<file path="src/rtl/median_window_gen_if.sv">
// Pixel-stream in / 3x3-window-out bundle for median_window_gen.
// The slave side is the window generator; the master side is whoever
// feeds pixels and consumes windows.
interface median_window_gen_if #(
    parameter int PIX_W = 8
);
    logic               in_valid;
    logic               in_sof;
    logic [PIX_W-1:0]   in_pix;
    logic               out_valid;
    logic [9*PIX_W-1:0] win;
    logic [11:0]        out_row;
    logic [11:0]        out_col;
    logic               frame_done;

    modport master (
        output in_valid, in_sof, in_pix,
        input  out_valid, win, out_row, out_col, frame_done
    );

    modport slave (
        input  in_valid, in_sof, in_pix,
        output out_valid, win, out_row, out_col, frame_done
    );
endinterface

</file>
<file path="src/rtl/median_window_gen.sv">
// Streaming 3x3 neighbourhood generator feeding the median sort stage.
// Two line buffers hold the previous two rows; a 3x3 column shift register
// assembles the window. Each accepted pixel at (r,c) with r>=2 and c>=2 emits
// the window centred at (r-1,c-1) one cycle later. Slot k = 3*dy+dx sits at
// win[k*PIX_W +: PIX_W], slot 4 is the centre.
module median_window_gen #(
    parameter int IMG_W = 13,
    parameter int IMG_H = 13,
    parameter int PIX_W = 8
) (
    input  logic                clka,
    input  logic                reset,
    median_window_gen_if.slave  bus
);
    localparam int          CW       = (IMG_W > 1) ? $clog2(IMG_W) : 1;
    localparam logic [11:0] COL_LAST = 12'(IMG_W - 1);
    localparam logic [11:0] ROW_LAST = 12'(IMG_H - 1);

    // Line buffers: lb1_r holds row r-1, lb0_r holds row r-2 at the current column.
    logic [PIX_W-1:0]      lb0_r [IMG_W];
    logic [PIX_W-1:0]      lb1_r [IMG_W];

    // Window shift register, same slot layout as the win output.
    logic [8:0][PIX_W-1:0] sr_r;

    logic [11:0]           col_cnt_r;
    logic [11:0]           row_cnt_r;

    logic                  out_valid_r;
    logic                  frame_done_r;
    logic [9*PIX_W-1:0]    win_r;
    logic [11:0]           out_row_r;
    logic [11:0]           out_col_r;

    logic                  accept_s;
    logic [11:0]           col_s;
    logic [11:0]           row_s;
    logic [11:0]           col_nxt_s;
    logic [11:0]           row_nxt_s;
    logic [CW-1:0]         col_idx_s;
    logic [PIX_W-1:0]      top_s;
    logic [PIX_W-1:0]      mid_s;
    logic [8:0][PIX_W-1:0] sr_nxt_s;
    logic                  emit_s;
    logic                  last_s;

    // Effective position of this pixel (start-of-frame forces (0,0)), line-buffer
    // read, next shift-register image and next counter values.
    always_comb begin
        accept_s = bus.in_valid;

        if (bus.in_sof) begin
            col_s = 12'd0;
            row_s = 12'd0;
        end else begin
            col_s = col_cnt_r;
            row_s = row_cnt_r;
        end

        col_idx_s = col_s[CW-1:0];
        top_s     = lb0_r[col_idx_s];
        mid_s     = lb1_r[col_idx_s];

        // Shift every row one column left; new right column is top/mid/incoming.
        sr_nxt_s[0] = sr_r[1];
        sr_nxt_s[1] = sr_r[2];
        sr_nxt_s[2] = top_s;
        sr_nxt_s[3] = sr_r[4];
        sr_nxt_s[4] = sr_r[5];
        sr_nxt_s[5] = mid_s;
        sr_nxt_s[6] = sr_r[7];
        sr_nxt_s[7] = sr_r[8];
        sr_nxt_s[8] = bus.in_pix;

        // Only interior centres are emitted; stale columns across a row wrap are
        // masked by the col >= 2 condition.
        emit_s = accept_s && (row_s >= 12'd2) && (col_s >= 12'd2);
        last_s = (row_s == ROW_LAST) && (col_s == COL_LAST);

        if (col_s == COL_LAST) begin
            col_nxt_s = 12'd0;
            if (row_s == ROW_LAST) begin
                row_nxt_s = 12'd0;
            end else begin
                row_nxt_s = row_s + 12'd1;
            end
        end else begin
            col_nxt_s = col_s + 12'd1;
            row_nxt_s = row_s;
        end
    end

    // Line-buffer update: old row r-1 moves down to the r-2 buffer, the new pixel
    // takes its place; reads above see the pre-write contents.
    always_ff @(posedge clka) begin
        if (accept_s) begin
            lb0_r[col_idx_s] <= mid_s;
            lb1_r[col_idx_s] <= bus.in_pix;
        end
    end

    // Position counters, shift register and registered window outputs.
    always_ff @(posedge clka or negedge reset) begin
        if (!reset) begin
            col_cnt_r    <= 12'd0;
            row_cnt_r    <= 12'd0;
            sr_r         <= '0;
            out_valid_r  <= 1'b0;
            frame_done_r <= 1'b0;
            win_r        <= '0;
            out_row_r    <= 12'd0;
            out_col_r    <= 12'd0;
        end else begin
            out_valid_r  <= emit_s;
            frame_done_r <= emit_s && last_s;
            if (accept_s) begin
                col_cnt_r <= col_nxt_s;
                row_cnt_r <= row_nxt_s;
                sr_r      <= sr_nxt_s;
            end
            if (emit_s) begin
                win_r     <= sr_nxt_s;
                out_row_r <= row_s - 12'd1;
                out_col_r <= col_s - 12'd1;
            end
        end
    end

    assign bus.out_valid  = out_valid_r;
    assign bus.frame_done = frame_done_r;
    assign bus.win        = win_r;
    assign bus.out_row    = out_row_r;
    assign bus.out_col    = out_col_r;

endmodule

</file>
<file path="src/flat_wrapper.sv">
// flat-port wrapper written by rule: the top's interface ports become plain ports
module median_window_gen_flat 
#(
    parameter int IMG_W = 13,
    parameter int IMG_H = 13,
    parameter int PIX_W = 8
)
  (clka, reset, bus_in_valid, bus_in_sof, bus_in_pix, bus_out_valid, bus_win, bus_out_row, bus_out_col, bus_frame_done);
  median_window_gen_if #(.PIX_W(PIX_W)) bus_i ();
  input  logic clka;
  input  logic reset;
  input wire logic [$bits(bus_i.in_valid)-1:0] bus_in_valid;
  input wire logic [$bits(bus_i.in_sof)-1:0] bus_in_sof;
  input wire logic [$bits(bus_i.in_pix)-1:0] bus_in_pix;
  output wire logic [$bits(bus_i.out_valid)-1:0] bus_out_valid;
  output wire logic [$bits(bus_i.win)-1:0] bus_win;
  output wire logic [$bits(bus_i.out_row)-1:0] bus_out_row;
  output wire logic [$bits(bus_i.out_col)-1:0] bus_out_col;
  output wire logic [$bits(bus_i.frame_done)-1:0] bus_frame_done;
  assign bus_i.in_valid = bus_in_valid;
  assign bus_i.in_sof = bus_in_sof;
  assign bus_i.in_pix = bus_in_pix;
  assign bus_out_valid = bus_i.out_valid;
  assign bus_win = bus_i.win;
  assign bus_out_row = bus_i.out_row;
  assign bus_out_col = bus_i.out_col;
  assign bus_frame_done = bus_i.frame_done;
  median_window_gen #(.IMG_W(IMG_W), .IMG_H(IMG_H), .PIX_W(PIX_W)) u_core (.clka(clka), .reset(reset), .bus(bus_i));
endmodule
</file>
<file path="config.mk">
export PLATFORM = sky130hd
export DESIGN_NAME = median_window_gen_flat
export DESIGN_NICKNAME = d
export VERILOG_FILES = /design/src/rtl/median_window_gen_if.sv /design/src/rtl/median_window_gen.sv /design/src/flat_wrapper.sv
export SDC_FILE = /design/constraint.sdc
export NUM_CORES = 1
export LEC_CHECK = 0
export ABC_AREA = 1
export CORE_MARGIN = 3
export CORE_UTILIZATION = 65
export CTS_BUF_LIST = sky130_fd_sc_hd__clkbuf_8
export CTS_CLUSTER_DIAMETER = 120
export DETAILED_ROUTE_END_ITERATION = 6
export DONT_BUFFER_PORTS = 1
export GPL_ROUTABILITY_DRIVEN = 0
export GPL_TIMING_DRIVEN = 0
export PLACE_DENSITY_LB_ADDON = 0.12
export SYNTH_ARGS = -nofsm -noshare
export SYNTH_HDL_FRONTEND = slang
export SYNTH_SLANG_ARGS = --single-unit
</file>
<file path="constraint.sdc">
create_clock -name clka -period 7.67 [get_ports clka]
set_input_delay 1.534 -clock clka [delete_from_list [all_inputs] [get_ports clka]]
set_output_delay 1.534 -clock clka [all_outputs]
set_load 0.03 [all_outputs]
</file>
==> summary.txt, run 1 <==
Outcome
  • Status: completed

Placed design
  • Port Buf Inserts: 0
  • Dpl cells: around 2100
  • Area after DPL: 17170 um^2
  • Detailed-placement wirelength estimate: 29870 um

Cells and area
  • Final core occ: 73.78%
  • Area delta synth->final: 10.26%
  • Most common cell after layout, fill and taps aside: nand2_1
  • Post-route cell area: around 18000 um^2
  • Fin cells: roughly 2200
  • Commonest non-fill, non-tap cells in the layout: 634 x nand2_1, 225 x inv_1, 208 x edfxtp_1, 170 x dfrtp_1, 124 x nand3_1
  • Share of layout cells above drive strength 1: 8.253%
  • Nets@finish: 1864

Clock network
  • CTS tree: done
  • Cts bufs inserted: 58
  • Post-CTS Setup Repair Bufs: 0
  • Root Buffer: clkbuf_8
  • Clock Path Buffers: 3
  • # hold bufs at CTS: 0
  • CTS Sinks: about 380
  • Worst-Skew Late Latency: 590 ps
  • CTS resizes: 0
  • H-Tree Depth: 2
  • Clock transition at the registers of the reported paths: 60 ps

Floorplanning
  • Core area: 24680 um^2
  • Die width: 165.4 um
  • Die area: 27350 um^2
  • Initial core utilization: 66.92%
  • I/O pin cnt: 110
  • Die H: 165.4 um
  • Site row count: 57

Detailed routing
  • Antenna Violating Nets Remaining: 0
  • 1st-pass router iterations: 5
  • Iteration-0 DRC Markers: 1470
  • DRT Wirelength: 43820 um
  • Vias: 12700
  • DR vias/cell: 5.765
  • # DRC: 0
  • Average routed wire per standard cell: 19.89 um

STA
  • Rel. slew slack: about a third
  • Min cycle time layout: 3809 ps
  • Final hold violation count: 0
  • Max frequency: around 260 MHz
  • Slew @ Worst Pin: between 900 and 1000 ps
  • Final setup violation count: 0
  • Final TNS setup: 0 ps
  • Worst Skew: 15.35 ps
  • Final Slew Violations: 0
  • Fin crit share: between 40% and 50%
  • RSZ-0062 raised after global routing: no

Setup path
  • Slowest-stage cell, CP: nor2_2
  • Slowest stage delay, CP: 820 ps
  • Worst path top cell family by delay: simple AND/OR/NAND/NOR gates
  • Most Frequent Cell on Critical Path: nand2_1
  • CP endpoint kind: register
  • Worst Setup Start Kind: primary input
  • Critical Path Fanout Max: 16
  • Buf+Inv Stages, Crit Path: 2
  • WP data arrival: approximately 4000 ps
  • Crit path cell chain: inv_2 > nand2_1 > clkbuf_1 > ha_1 > nand2_1 > nor2_2
  • WS Path Type: primary input to register
  • WP data required: 7870 ps

Synth
  • Synthesized Nets: ~1800
  • Ys flop type: edfxtp_1
  • Synthesized area: 16510 um^2
  • Yosys warns: 0
  • Netlist cell types: 30
  • Asr flop ratio synth: 44.97%
  • Register area share after synthesis: 63.59%
  • Syn Area/Cell: approximately 9.3 um^2
  • Yosys reg bits: between 300 and 400
  • Post-Syn Instances: roughly 1800
  • Post-synth EDFFs: roughly 210

Global route
  • Antenna violations before repair: 0
  • GRT Residual Overflow: 0
  • First-pass GRT wire length: 67620 um
  • Largest net degree at the start of global routing: 171
  • Tot GR Track Use: 32.62%
  • Vias in the first global route: 12270

Power
  • Total power: roughly 0.0045 W
  • Max rail drop VDD: 0.1927 mV
  • P_leak: 8.799 nW
  • Pwr dens: 247.3 nW/um^2

Min path
  • HP Class: register to register

Flow run
  • Max-Cap Viols: 0
==> through the flow <==
step	setup WS [ps]	hold slack, ps
after detailed placement	3325	468.4
final	3861	482.9
after CTS	3945	486.7
after global placement	2686	465.4
after global routing	3737	510.5
after floorplan	4079	449.4
==> tightest hold or removal path: stages (launching register included) <==
cell	delay, ps
dfrtp_1	340
nand2_1	50
nand2_1	50
==> area by class of cell <==
| type | instances | area (um^2) |
|---|---|---|
| Inverter | 207 | 777.0 |
| Fill cell | 1771 | 6470 |
| Timing Repair Buffer | 12 | 217.7 |
| Buffer | 75 | 410.4 |
| Clock buffer | 64 | 880.8 |
| Multi-Input combinational cell | 1111 | 4857 |
| Antenna cell | 1 | 2.502 |
| Sequential cell | 378 | 10500 |
| Clock inverter | 31 | 155.1 |
| Tap cell | 324 | 405.4 |
==> flip-flops by register name (all words and copies together) (netlist names) <==
| register | cells |
|---|---|
| u_core.bus.out_row | 12 |
| u_core.row_cnt_r | 12 |
| u_core.lb1_r | 104 |
| u_core.bus.out_valid | 1 |
| u_core.bus.frame_done | 1 |
| u_core.lb0_r | 104 |
| u_core.bus.win | 72 |
| u_core.col_cnt_r | 12 |
| u_core.sr_nxt_s | 48 |
| u_core.bus.out_col | 12 |
==> per-layer routing <==
metal  vias to the layer above  GRT usage [%]  routed length, um
met1                      5977          44.25              16780
li1                       5797              -                  -
met4                         0          13.95               2037
met5                         -              0                  0
met3                       149          6.959               4885
met2                       777          51.62              20120
==> final timing paths <==
path | from | to | slack (ps) | depth (start not counted)
hold reg to reg | u_core.col_cnt_r[10] | u_core.col_cnt_r[10] | 480 | 2
hold / removal | u_core.col_cnt_r[10] | u_core.col_cnt_r[10] | 480 | 2
setup / recovery | bus_in_sof | u_core.lb1_r[12][3] | 3860 | 6
min in group asynchronous | reset | u_core.bus.win[50] | 640 | 0
setup reg to reg | u_core.col_cnt_r[1] | u_core.lb1_r[12][3] | 4520 | 5
max in group asynchronous | reset | u_core.bus.out_valid | 6870 | 0
==> synthesized netlist by cell type (4+ instances only) <==
master / instances / area share [%]
nand2_1: 634 / 14
edfxtp_1: 208 / 38
inv_1: 201 / 4.6
dfrtp_1: 170 / 26
nor2_1: 127 / 2.9
nand3_1: 124 / 3.8
o21ai_0: 100 / 3.0
o21ai_1: 41 / 1.2
clkbuf_1: 30 / 0.68
buf_2: 22 / 0.67
nand4_1: 18 / 0.68
xor2_1: 17 / 0.90
buf_6: 11 / 0.75
nand2_2: 10 / 0.38
ha_1: 9 / 0.68
nor3_1: 8 / 0.24
a21oi_1: 7 / 0.21
buf_1: 7 / 0.16
buf_4: 5 / 0.23
inv_2: 5 / 0.11
o22ai_1: 4 / 0.15
==> kinds of logic (layout without fill, tap and decap cells) <==
| kind of cell | after synthesis | in the layout | share of synthesized area, % |
|---|---|---|---|
| AOI/OAI and AO/OA | 154 | 154 | 4.736 |
| xor gates and xnor gates | 17 | 17 | 0.9017 |
| adders and majority gates | 9 | 9 | 0.6820 |
| buffers and inverters | 282 | 389 | 7.191 |
| DFF | 378 | 378 | 63.59 |
| other | 0 | 1 | 0 |
| and+or+nand+nor | 931 | 931 | 22.90 |
==> report_power, final <==
| group | switching (W) | internal [W] | total, W |
|---|---|---|---|
| Combinational | 0.000326 | 0.000125 | 0.000451 |
| Clock | 0.000743 | 0.000787 | 0.00153 |
| Sequential | 0.000209 | 0.00231 | 0.00252 |
| Total | 0.00128 | 0.00323 | 0.00450 |
Power figures use the tool's default switching activity.
==> inputs of run 2 (changes only) <==
==> constraint.sdc (replaced) <==
create_clock -name clka -period 3.8 [get_ports clka]
set_input_delay 0.76 -clock clka [delete_from_list [all_inputs] [get_ports clka]]
set_output_delay 0.76 -clock clka [all_outputs]
set_load 0.03 [all_outputs]
==> summary.txt, run 2 (synthesis results as in run 1) <==
Floorplanning
  • Die H: 165.4 um
  • Die area: 27350 um^2
  • Site row count: 57
  • Die width: about 170 um
  • Core area: approximately 25000 um^2
  • Initial core utilization: between 60% and 70%
  • I/O pin cnt: 110

STA
  • Max frequency: 317.5 MHz
  • Min Hold Slack: -138.5 ps
  • Final Slew Violations: 0
  • Fin crit share: 82.90%
  • Worst Skew: 18.95 ps
  • Final worst setup slack: 650.0 ps
  • Rel. slew slack: 35.25%
  • Min cycle time layout: ~3200 ps
  • Final setup violation count: 0
  • RSZ-0062 raised after global routing: no
  • Slew @ Worst Pin: 970.2 ps
  • Final hold violation count: 170

Setup path
  • Slowest-stage cell, CP: nand4_1
  • Worst path top cell family by delay: simple AND/OR/NAND/NOR gates
  • Worst Setup Start Kind: register
  • Buf+Inv Stages, Crit Path: 3
  • R2r worst-path depth: 9
  • WP data arrival: 3230 ps
  • Worst r2r src: u_core.col_cnt_r[0]
  • Register-to-register setup slack: 650 ps
  • WS Path Type: register to register
  • CP Depth: 9
  • Most Frequent Cell on Critical Path: nand2_1
  • Critical Path Fanout Max: 13
  • Worst r2r dst: u_core.lb0_r[8][2]
  • Crit path cell chain: inv_2 > nor2_1 > buf_2 > buf_1 > nand2_1 > nand3_1 > nand2_1 > nand2_1 > nand4_1
  • Slowest stage delay, CP: ~600 ps
  • CP endpoint kind: register
  • WP data required: 3880 ps

Cells and area
  • Share of layout cells above drive strength 1: 8.253%
  • Fin cells: 2202
  • # fillers: about 1800
  • Sequential Area: between 10000 and 15000 um^2
  • Final core occ: 73.77%
  • Number of diodes: 0
  • Area delta synth->final: 10.24%
  • Most common cell after layout, fill and taps aside: nand2_1
  • Multi-input combinational cell area: 4857 um^2
  • Nets@finish: approximately 1900
  • Commonest non-fill, non-tap cells in the layout: 634 x nand2_1, 225 x inv_1, 208 x edfxtp_1, 170 x dfrtp_1, 124 x nand3_1

Global route
  • Tot GR Track Use: between 30% and 40%
  • Antenna violations before repair: 0
  • GRT Residual Overflow: 0
  • Largest net degree at the start of global routing: approximately 170
  • Vias in the first global route: approximately 12000
  • First-pass GRT wire length: 67630 um

Clock network
  • CTS Sinks: roughly 380
  • Clock transition at the registers of the reported paths: 70 ps
  • Cts bufs inserted: between 50 and 60
  • CTS resizes: 0
  • Post-CTS Setup Repair Bufs: 0
  • CTS tree: done
  • Worst-Skew Late Latency: about 590 ps
  • Root Buffer: clkbuf_8
  • H-Tree Depth: 2
  • Clock Path Buffers: 3

Detailed routing
  • Antenna Violating Nets Remaining: 0
  • Vias: 12680
  • Iteration-0 DRC Markers: 1460
  • DR vias/cell: 5.760
  • 1st-pass router iterations: 6
  • DRT Wirelength: around 44000 um
  • Average routed wire per standard cell: 19.94 um
  • # DRC: 0

Flow run
  • Max-Cap Viols: 0

Power
  • Max rail drop VDD: 0.3879 mV
  • Total power: 0.009088 W
  • P_leak: 8.799 nW
  • Pwr dens: between 400 and 500 nW/um^2

Min path
  • HP Class: primary input to asynchronous set/reset pin

Placed design
  • Detailed-placement wirelength estimate: between 20000 and 30000 um
  • Port Buf Inserts: 0
  • Dpl ws: 228.7 ps
  • Dpl cells: 2107

Outcome
  • Violated checks: hold timing
  • Status: finished, violations left
[run 2: cell types whose count changed in the layout (fill, tap and decap cells not counted)]
cell     previous run  this run
diode_2             1         0
[run 2: where the power goes]
group	internal (W)	leakage [nW]	total (W)	switching (W)
registers	0.00467	4.14	0.00509	0.000422
clock network	0.00159	0.617	0.00308	0.00149
logic	0.000253	4.04	0.000913	0.000660
total	0.00651	8.80	0.00909	0.00258
[run 2: area by class of cell]
| type | count | area share [%] |
|---|---|---|
| Sequential cell | 378 | 57.68 |
| Clock buffer | 64 | 4.839 |
| Multi-Input combinational cell | 1111 | 26.68 |
| Buffer | 75 | 2.254 |
| Tap cell | 324 | 2.227 |
| Inverter | 207 | 4.268 |
| Timing Repair Buffer | 12 | 1.196 |
| Clock inverter | 31 | 0.8523 |
[run 2: how the worst max path moves through the flow]
stage	start	endpoint	slack [ps]
global placement	bus_in_sof	u_core.lb1_r[4][1]	-410
finish	u_core.col_cnt_r[0]	u_core.lb0_r[8][2]	650
detailed placement	bus_in_sof	u_core.lb1_r[12][3]	230
global route	u_core.col_cnt_r[1]	u_core.row_cnt_r[11]	550
CTS	u_core.col_cnt_r[1]	u_core.lb1_r[12][3]	720
floorplan	bus_in_sof	u_core.lb0_r[11][0]	980
[run 2: metrics by stage]
step	instance area (um^2)	TNS (ps)
after detailed placement	17170	0
after global placement	16920	-57140
after global routing	18200	0
final	18200	0
after CTS	18200	0
after floorplan	16510	0
[run 2: routing by layer]
layer / vias to the layer above / part of all wire, % / GRT usage [%]
met2: 759 / 46 / 51.73
li1: 5795 / - / -
met3: 140 / 12 / 6.959
met4: 0 / 4.6 / 13.69
met5: - / 0 / 0
met1: 5990 / 38 / 44.28
